### src/rtl/mem_port_arbiter.sv
// mem_port_arbiter: fetch/data arbiter over one fixed-latency memory port; MEM_PORT_ARB_STATS_EN adds grant/conflict counters
module mem_port_arbiter #(
  parameter int ADDR_W = 32,
  parameter int DATA_W = 32,
  parameter int LATENCY = 1,
  parameter int MAX_DATA_STREAK = 3
) (
  input  logic              clock,
  input  logic              reset,
  input  logic              f_req,
  input  logic [ADDR_W-1:0] f_addr,
  output logic [DATA_W-1:0] f_rdata,
  output logic              f_done,
  output logic              f_stall,
  input  logic              d_req,
  input  logic              d_we,
  input  logic [ADDR_W-1:0] d_addr,
  input  logic [DATA_W-1:0] d_wd,
  output logic [DATA_W-1:0] d_rdata,
  output logic              d_done,
  output logic              d_stall,
  output logic              mem_en,
  output logic              mem_we,
  output logic [ADDR_W-1:0] mem_addr,
  output logic [DATA_W-1:0] mem_wd,
  input  logic [DATA_W-1:0] mem_rd
`ifdef MEM_PORT_ARB_STATS_EN
  ,
  output logic [31:0]       stat_f_grants,
  output logic [31:0]       stat_d_grants,
  output logic [31:0]       stat_conflicts
`endif
);
  typedef enum logic [1:0] {IDLE, ISSUE, WAIT, RESP} state_t;
  state_t state, state_n;
  logic own_d, we_q, grant_d, req;
  logic [3:0] lat_cnt, streak;
  always_comb begin
    req = f_req | d_req;
    grant_d = d_req & ~(f_req & (streak == 4'(MAX_DATA_STREAK)));
    state_n = (state == IDLE) ? (req ? ISSUE : IDLE)
            : (state == ISSUE) ? (we_q ? RESP : WAIT)
            : (state == WAIT) ? ((lat_cnt == 4'd1) ? RESP : WAIT)
            : IDLE;
    mem_en = (state == ISSUE);
    mem_we = mem_en & we_q;
    f_done = (state == RESP) & ~own_d;
    d_done = (state == RESP) & own_d;
    f_stall = f_req & ~f_done;
    d_stall = d_req & ~d_done;
  end
  always_ff @(posedge clock) begin
    if (reset) begin
      state <= IDLE;
      own_d <= 1'b0;
      we_q <= 1'b0;
      lat_cnt <= '0;
      streak <= '0;
      mem_addr <= '0;
      mem_wd <= '0;
      f_rdata <= '0;
      d_rdata <= '0;
    end else begin
      state <= state_n;
      if (state == IDLE && req) begin
        own_d <= grant_d;
        we_q <= grant_d & d_we;
        mem_addr <= grant_d ? d_addr : f_addr;
        if (grant_d) mem_wd <= d_wd;
        streak <= (grant_d & f_req) ? streak + 4'd1 : 4'd0;
      end
      if (state == ISSUE) lat_cnt <= 4'(LATENCY);
      if (state == WAIT) begin
        lat_cnt <= lat_cnt - 4'd1;
        if (lat_cnt == 4'd1 && own_d) d_rdata <= mem_rd;
        if (lat_cnt == 4'd1 && !own_d) f_rdata <= mem_rd;
      end
    end
  end
`ifdef MEM_PORT_ARB_STATS_EN
  always_ff @(posedge clock) begin
    if (reset) begin
      stat_f_grants <= '0;
      stat_d_grants <= '0;
      stat_conflicts <= '0;
    end else if (state == IDLE) begin
      stat_d_grants <= stat_d_grants + {31'd0, grant_d};
      stat_f_grants <= stat_f_grants + {31'd0, f_req & ~grant_d};
      stat_conflicts <= stat_conflicts + {31'd0, f_req & d_req};
    end
  end
`endif
endmodule

### config.mk
export PLATFORM = sky130hd
export DESIGN_NAME = mem_port_arbiter
export DESIGN_NICKNAME = d
export VERILOG_FILES = /design/src/rtl/mem_port_arbiter.sv
export SDC_FILE = /design/constraint.sdc
export NUM_CORES = 1
export LEC_CHECK = 0
export CORE_MARGIN = 5
export CORE_UTILIZATION = 38
export CTS_CLUSTER_SIZE = 14
export DETAILED_ROUTE_END_ITERATION = 12
export HOLD_SLACK_MARGIN = 0.1
export PLACE_DENSITY = 0.84
export SETUP_SLACK_MARGIN = 0.5
export SYNTH_ARGS = -nofsm -noshare
export SYNTH_HDL_FRONTEND = slang
export SYNTH_SLANG_ARGS = --single-unit
export TNS_END_PERCENT = 20
### constraint.sdc
create_clock -name clock -period 1.48 [get_ports clock]
set_input_delay 0.222 -clock clock [delete_from_list [all_inputs] [get_ports clock]]
set_output_delay 0.222 -clock clock [all_outputs]
set_load 0.02 [all_outputs]
==> run summary, run 1 <==
DP HPWL - 13800 um
Post-synthesis sequential area ratio - 46.8%
#FFs+latches synth - 140
Num CTS Buffers - 17
Core Rows - 46
Post-route ant nets - 0
Hold Fails Final Rpt - 0
Async S/R FF share, synth - 0%
Setup WS post-layout - -0.218 ns
Unique cell type count in the Yosys netlist - 36
Post-route minimum period - 1.70 ns
Fill cells - 1115
Final Total Pwr - 11.2 mW
GP Congestion - 0.815
Port Buffer Count - 266
CTS H-tree depth - 4
Reg2reg setup slack - -0.22 ns
Final non-filler cell total - 1202
Final setup skew - 0.0132 ns
Syn Std Cell Area - 5990 um^2
Initial antenna violation count - 0
Skew-Pair Late Insertion Delay - 0.42 ns
Clk buf depth - 2
Area grow syn2layout - 85.2%
Leakage power - 4.55 nW
R2r worst-path depth - 8
Worst R2R Start - streak[0]
Power Density - 1010 nW/um^2
Share of layout cells above drive strength 1 - 34.2%
Pins over their slew limit - 0
Post-synth EDFFs - 0
Starting Density - 38.3%
Gr ovfl total - 0
Path type of the worst min-delay path - in2reg
Slew HR - 72.3%
Final #Nets - 1113
WP data required - 1.81 ns
Wirelength, routed - 23100 um
Synth Flop Type - dfxtp_1
Vias in the first global route - 6532
Die footprint - 18400 um^2
Vias - 6336
FF-to-FF End - mem_wd[31]
Worst Path Arrival - 2.02 ns
Syn avg cell area - 9.10 um^2
CP Class - reg2reg
Iteration-0 DRC Markers - 285
GRT Overall Usage - 23.6%
Vias/cell - 5.27
Worst vdd ir - 787 uV
IO Pins - 267
Yosys warns - 0
Max_cap viols - 0
DP Cell Count - 1122
RSZ-0062 raised after global routing - true
Worst setup endpoint - mem_wd[31]
Post-Synthesis Cells - 659
Wire per inst - 19.2 um
DRC - 0
F_max - 0.589 GHz
Root Driver - clkbuf_16
Status - finished, violations left
Clk sink count - 140
1st-pass router iterations - 4
Final setup viols - 133
Fin util - 70.9%
Failing checks - negative setup slack
Die W - 136 um
Critical-path maximum fanout - 20
First-pass GRT wire length - 34100 um
Total core area - 15700 um^2
Clock Pin Slew Worst Setup and Hold Paths - 0.06 ns
Syn Nets - 799
Worst-Margin Slew - 0.415 ns
Crit path capture type - flop
CTS tree - built
Largest net degree at the start of global routing - 80
CP Launch Type - flop
Die Height - 136 um
# diodes - 0
Final period utilization - 115%
Hold Buf Count CTS - 0
Worst Setup SP - streak[0]
repair_timing:
action / CTS / global route
gates resized for setup: 711 / 176
setup endpoints to repair: 274 / 274
pin swaps: 30 / 56
cloned: 17 / 2
setup buffers: 22 / 7
routing by layer:
layer,global-route usage [%],part of all wire [%],wire length [um]
met1,26.0,38,8740
met2,41.1,50,11600
met3,7.65,8.5,1970
met4,11.3,3.4,781
met5,0,0,0
critical path: stages (launching register included):
cell	delay, ns
dfxtp_2	0.36
ha_4	0.16
nor4bb_4	0.22
buf_6	0.18
buf_6	0.11
buf_12	0.11
buf_12	0.15
o21ai_0	0.12
a21oi_1	0.21
state kept, by name, summed over array words and instances (netlist names):
signal    cells
d_rdata      32
f_rdata      32
lat_cnt       4
mem_addr     32
mem_wd       32
own_d         1
state         2
streak        4
we_q          1
power by group:
group / internal, mW / leakage, nW / switching [mW] / total (mW)
Sequential: 3.97 / 1.15 / 0.136 / 4.10
Clock: 3.25 / 0.323 / 1.63 / 4.88
Combinational: 1.25 / 3.08 / 1.00 / 2.25
cells in the mapped netlist (3+ instances only):
library cell  count  area share (%)
a311oi_1         32             4.7
o21ai_1          21             1.8
mux2i_1          64              11
nand2b_1         96              10
nor2b_1           4            0.42
and2_1            3            0.31
o21ai_0          48             4.0
dfxtp_1         140              47
nor3_1            4            0.33
inv_1             9            0.56
nand2_1           7            0.44
nor2_1           37             2.3
buf_4             5            0.63
a21oi_1          39             3.3
buf_2            12             1.0
buf_1             9            0.56
nand3_1          66             5.5
clkbuf_1         34             2.1
nand4b_1          3            0.44
ha_1              7             1.5
cell type report:
cell class	count	area, um^2	share of cell area [%]
tap	216	270	2.43
multi-input combinational	448	3220	29.0
sequential	140	2840	25.6
inverter	9	38.8	0.349
clock buffer	21	460	4.15
clock inverter	11	214	1.93
timing repair buffer	357	4050	36.5
placed cells by master (no fill, tap or decap), types with 14 or more instances in the layout:
| cell type | n |
|---|---|
| a21oi_1 | 38 |
| a311oi_1 | 17 |
| a311oi_2 | 15 |
| buf_12 | 15 |
| buf_16 | 14 |
| buf_4 | 57 |
| buf_6 | 125 |
| clkbuf_16 | 19 |
| clkdlybuf4s50_1 | 131 |
| dfxtp_1 | 109 |
| dfxtp_2 | 31 |
| mux2i_1 | 63 |
| nand2b_1 | 96 |
| nand3_1 | 66 |
| nor2_1 | 22 |
| o21ai_0 | 18 |
| o21ai_1 | 44 |
worst min-delay path by stage:
stage,from,to,slack (ns),depth (start not counted)
2_1_floorplan,d_wd[0],mem_wd[0],0.37,2
3_3_place_gp,f_rdata[27],f_rdata[27],0.46,2
3_5_place_dp,d_rdata[5],d_rdata[5],0.46,2
4_1_cts,reset,d_rdata[17],0.21,3
5_1_grt,reset,f_rdata[19],0.23,3
6_report,reset,d_rdata[17],0.22,3
cell families after synthesis:
group                      share of synthesized area [%]
AOI/OAI and AO/OA                                   14.7
buffers and inverters                               5.26
adders and majority gates                           1.46
DFF                                                 46.8
muxes                                               10.7
and+or+nand+nor                                     21.2
metrics by stage:
step	hold slack [ns]	setup TNS [ns]	cell area [um^2]	setup slack, ns
after floorplan	0.370	-2.63	6020	-0.0393
after global placement	0.457	-24.23	9150	-0.408
after detailed placement	0.463	-26.86	9150	-0.409
after CTS	0.207	-12.60	10900	-0.156
after global routing	0.230	-24.08	11100	-0.292
final	0.217	-13.96	11100	-0.218
Note: power is estimated with default switching activity, not from simulation.
==> inputs of run 2 (changes only) <==
- CORE_UTILIZATION: 38 -> 42
- PLACE_DENSITY: 0.84 -> 0.87
- REMOVE_ABC_BUFFERS: unset -> 1
- clock period: 1.48 -> 1.7 ns (I/O delays scaled with it)
==> run 2 against run 1 <==
  * The flow still finishes with violations (negative setup slack)
  * Sequential power down 13%
  * Sequential share of layout area is 1.7 points higher
  * Register-to-register slack improved by 0.21 ns
  * Combinational power decreased by 31%
  * Worst hold slack got worse by 0.0061 ns
  * Via count fell by 1.0%
  * Critical endpoint is now d_rdata[13]
  * Largest power group unchanged
==> run summary, run 2 (synthesis results as in run 1) <==
Reg2reg setup slack - -0.009 ns
Max_cap viols - 0
CP Class - reg2reg
Vias - 6271
Critical Path Slowest Stage Cell - or3_4
Critical-path maximum fanout - 6
HP Start - reset
Hold_ws - 0.211 ns
Largest net degree at the start of global routing - 110
Worst Path Arrival - 2.00 ns
Most frequent cells in the layout - clkdlybuf4s50_1, dfxtp_1, buf_4
# diodes - 0
GRT Overall Usage - 24.4%
CP Launch Type - flop
Slew HR - 53.5%
Final setup viols - 1
Hold Buf Count CTS - 0
Post-route minimum period - 1.71 ns
F_max - 0.585 GHz
Final period utilization - 101%
Iteration-0 DRC Markers - 318
Final Total Pwr - 8.85 mW
Vias/cell - 5.50
CTS H-tree depth - 4
Worst R2R Start - state[0]
DP HPWL - 12900 um
Skew-Pair Late Insertion Delay - 0.41 ns
IO Pins - 267
Clk buf depth - 2
WP data required - 1.99 ns
Final Cell Area - 10400 um^2
Wirelength, routed - 23000 um
Fill cells - 945
CP max stage delay - 0.45 ns
Area grow syn2layout - 73.3%
Place WS - -0.250 ns
Wire per inst - 20.2 um
Power Density - 852 nW/um^2
Worst Setup SP - state[0]
GP Congestion - 0.792
Num CTS Buffers - 17
Starting Density - 43.0%
Share of layout cells above drive strength 1 - 34.4%
Crit path capture type - flop
Post-route ant nets - 0
Initial antenna violation count - 0
Clk sink count - 140
FF-to-FF End - d_rdata[13]
Die W - 129 um
Placed Area - 9030 um^2
Total core area - 13900 um^2
Status - finished, violations left
Core Rows - 43
Leakage power - 4.31 nW
Root Driver - clkbuf_16
Clock Pin Slew Worst Setup and Hold Paths - 0.06 ns
Failing checks - negative setup slack
Crit-path cells - inv_2, ha_4, nand3b_1, buf_6, or3_4, buf_12, mux2i_2
RSZ-0062 raised after global routing - true
DRC - 0
1st-pass router iterations - 5
Port Buffer Count - 266
Vias in the first global route - 6329
CTS tree - built
Setup WS post-layout - -0.00923 ns
Pins over their slew limit - 0
Hold path cells - 3
Worst-Margin Slew - 0.697 ns
Gr ovfl total - 0
Fin util - 74.5%
Die Height - 129 um
Most common cell after layout, fill and taps aside - clkdlybuf4s50_1
Final #Nets - 1089
First-pass GRT wire length - 32300 um
R2r worst-path depth - 7
Worst vdd ir - 745 uV
Hold Path End - d_rdata[8]
Die footprint - 16800 um^2
Final setup skew - 0.00878 ns
Hold Fails Final Rpt - 0
Path type of the worst min-delay path - in2reg
==> run 2: final cells by class <==
class                   instances  area [um^2]  share of cell area, %
clock buffers                  24          472                   4.54
clock inverters                 6          113                   1.08
inverters                       9         33.8                  0.325
multi-input cells             448         3340                   32.1
flip-flops and latches        140         2840                   27.3
well taps                     180          225                   2.17
repair buffers                333         3370                   32.4
==> run 2: worst max-delay path: cells and delay by family (launching register included) <==
kind / cells / cell delay, ns
adders and majority gates: 1 / 0.13
DFF: 1 / 0.33
muxes: 1 / 0.14
buffers and inverters: 3 / 0.41
and+or+nand+nor: 2 / 0.57
==> run 2: layer usage <==
layer | wire (um) | vias to the layer above | track usage [%]
li1 | - | 2906 | -
met1 | 8730 | 2997 | 27.8
met2 | 11600 | 283 | 41.4
met3 | 1830 | 85 | 7.83
met4 | 879 | 0 | 12.0
met5 | 0 | - | 0
==> run 2: how the worst max path moves through the flow <==
stage / to / slack [ns] / depth (start not counted)
2_1_floorplan: mem_wd[0] / -3.43 / 4
3_3_place_gp: d_stall / -0.29 / 4
3_5_place_dp: mem_addr[14] / -0.25 / 6
4_1_cts: d_rdata[13] / 0.06 / 7
5_1_grt: d_rdata[13] / -0.06 / 7
6_report: d_rdata[13] / -0.009 / 7
==> run 2: per-stage QoR <==
step,cells,TNS (ns)
6_report,1140,-0.00923
4_1_cts,1132,0
3_3_place_gp,1076,-8.82
3_5_place_dp,1076,-7.82
5_1_grt,1140,-1.01
2_1_floorplan,597,-257.75
==> run 2: report_power, final <==
group | switching [mW] | internal, mW | total [mW]
logic | 0.795 | 0.760 | 1.56
clock network | 1.37 | 2.37 | 3.74
registers | 0.111 | 3.45 | 3.56
total | 2.27 | 6.58 | 8.85
==> run 2: repair_timing <==
action | CTS | global route
endpoints found under the setup margin | 272 | 272
pin swaps | 34 | 94
buffers inserted | 12 | 4
gates resized for setup | 148 | 552
gates cloned | 14 | 4
==> inputs of run 3 (changes only) <==
- CORE_MARGIN: 5 -> unset
==> run 3 against run 2 <==
  * The run still ends with negative setup slack left
  * Combinational power rose by 9%
  * Largest cell class is now multi-input gates
  * Largest power group unchanged
  * Worst hold slack got worse by 0.033 ns
  * Utilization fell by 2.3 points
  * Sequential cell count did not move
  * Cell count barely moved
==> run summary, run 3 (synthesis results as in run 1) <==
Status - finished, violations left
Placed Area - 9020 um^2
DP HPWL - 11900 um
Num CTS Buffers - 17
Slew HR - 74.1%
Area grow syn2layout - 67.3%
Critical Path Slowest Stage Cell - dfxtp_2
Hold_ws - 0.178 ns
1st-pass router iterations - 7
Wirelength, routed - 20800 um
Fin util - 72.3%
Skew-Pair Late Insertion Delay - 0.42 ns
Starting Density - 43.2%
Setup TNS - -1.09 ns
Post-route minimum period - 1.79 ns
Clock Pin Slew Worst Setup and Hold Paths - 0.06 ns
Worst vdd ir - 827 uV
Power Density - 878 nW/um^2
Most frequent cells in the layout - clkdlybuf4s50_1, dfxtp_1, buf_4
Hold Fails Final Rpt - 0
Crit-path cells - buf_6, inv_6, buf_4, ha_4, o21a_4, buf_12, buf_6, buf_16, a311oi_1
First-pass GRT wire length - 31100 um
Iteration-0 DRC Markers - 439
Worst-Margin Slew - 0.388 ns
Gr ovfl total - 0
Failing checks - negative setup slack
Total core area - 13900 um^2
Final setup viols - 48
Root Driver - clkbuf_16
Path type of the worst min-delay path - in2reg
Clk sink count - 140
Most numerous cell on the critical path - buf_6
# diodes - 0
CP Launch Type - flop
CP max stage delay - 0.35 ns
Max_cap viols - 0
Crit path capture type - flop
Most common cell after layout, fill and taps aside - clkdlybuf4s50_1
F_max - 0.560 GHz
DP Cell Count - 1072
Final non-filler cell total - 1139
Worst Path Arrival - 2.08 ns
WP data required - 2.00 ns
Initial antenna violation count - 0
Final #Nets - 1086
Vias - 6151
Wire per inst - 18.2 um
Share of layout cells above drive strength 1 - 30.2%
Vias/cell - 5.40
CTS tree - built
Die W - 121 um
RSZ-0062 raised after global routing - true
Die Height - 121 um
Post-route ant nets - 0
Final Cell Area - 10000 um^2
Pins over their slew limit - 0
Port Buffer Count - 266
Largest net degree at the start of global routing - 83
CP Class - reg2reg
Clk buf depth - 2
IO Pins - 267
GP Congestion - 0.790
Setup WS post-layout - -0.0858 ns
Final period utilization - 105%
Final setup skew - 0.00764 ns
Leakage power - 4.23 nW
Core Rows - 43
Critical-path maximum fanout - 8
CTS H-tree depth - 4
Die footprint - 14800 um^2
Vias in the first global route - 6115
GRT Overall Usage - 27.1%
DRC - 0
[run 3: cell count changes in the layout (fill, tap and decap cells not counted), sizes merged]
cell          change
buf               +1
bufbuf            +3
bufinv            -2
clkbuf            -1
clkinv            +1
clkinvlp          +2
dlygate4sd2       -6
dlymetal6s2s      -1
inv               +2
[run 3: area by class of cell]
| type | instances | area [um^2] |
|---|---|---|
| well taps | 180 | 225 |
| repair buffers | 330 | 3180 |
| multi-input cells | 448 | 3200 |
| clock buffers | 23 | 478 |
| flip-flops and latches | 140 | 2820 |
| fillers | 1008 | 3850 |
| clock inverters | 9 | 86.3 |
| inverters | 9 | 38.8 |
[run 3: path summary, 6_finish.rpt]
| kind | from | endpoint | slack (ns) | cells past startpoint |
|---|---|---|---|---|
| max reg2reg | state[0] | mem_addr[27] | -0.09 | 9 |
| min | reset | mem_wd[3] | 0.18 | 2 |
| min reg2reg | f_rdata[19] | f_rdata[19] | 0.47 | 2 |
| max | state[0] | mem_addr[27] | -0.09 | 9 |
[run 3: routing by layer]
| layer | wire length [um] | share of wire, % | global-route usage, % | vias up |
|---|---|---|---|---|
| met5 | 0 | 0 | 0 | - |
| met4 | 527 | 2.5 | 11.8 | 0 |
| met3 | 1490 | 7.2 | 8.13 | 52 |
| met2 | 10500 | 50 | 45.8 | 276 |
| met1 | 8270 | 40 | 31.4 | 2920 |
| li1 | - | - | - | 2903 |
[run 3: through the flow]
step	worst slack [ns]	power [mW]
floorplan	-3.43	4.18
global placement	-0.265	5.01
detailed placement	-0.243	5.04
CTS	0.0148	8.82
global route	-0.154	9.12
finish	-0.0858	8.81
[run 3: worst max-delay path, delay by kind of cell (launching register included)]
kind                     cells  cell delay (ns)
AO/OA/AOI/OAI                2             0.46
adder cells (fa/ha/maj)      1             0.18
buffers and inverters        6             0.68
flip-flops                   1             0.35
[run 3: power by group]
part           internal [mW]  total, mW  leakage, nW  switching (mW)
Combinational          0.887       1.70         2.81           0.817
Clock                   2.13       3.57        0.274            1.43
Sequential              3.44       3.54         1.15          0.0915
[run 3: repair_timing]
| action | 4_1_cts | 5_1_grt |
|---|---|---|
| gates resized for setup | 92 | 489 |
| pin swaps | 7 | 15 |
| buffers inserted | 17 | 4 |
| hold buffers | 0 | 0 |
| gates cloned | 12 | 2 |
| setup endpoints to repair | 274 | 274 |
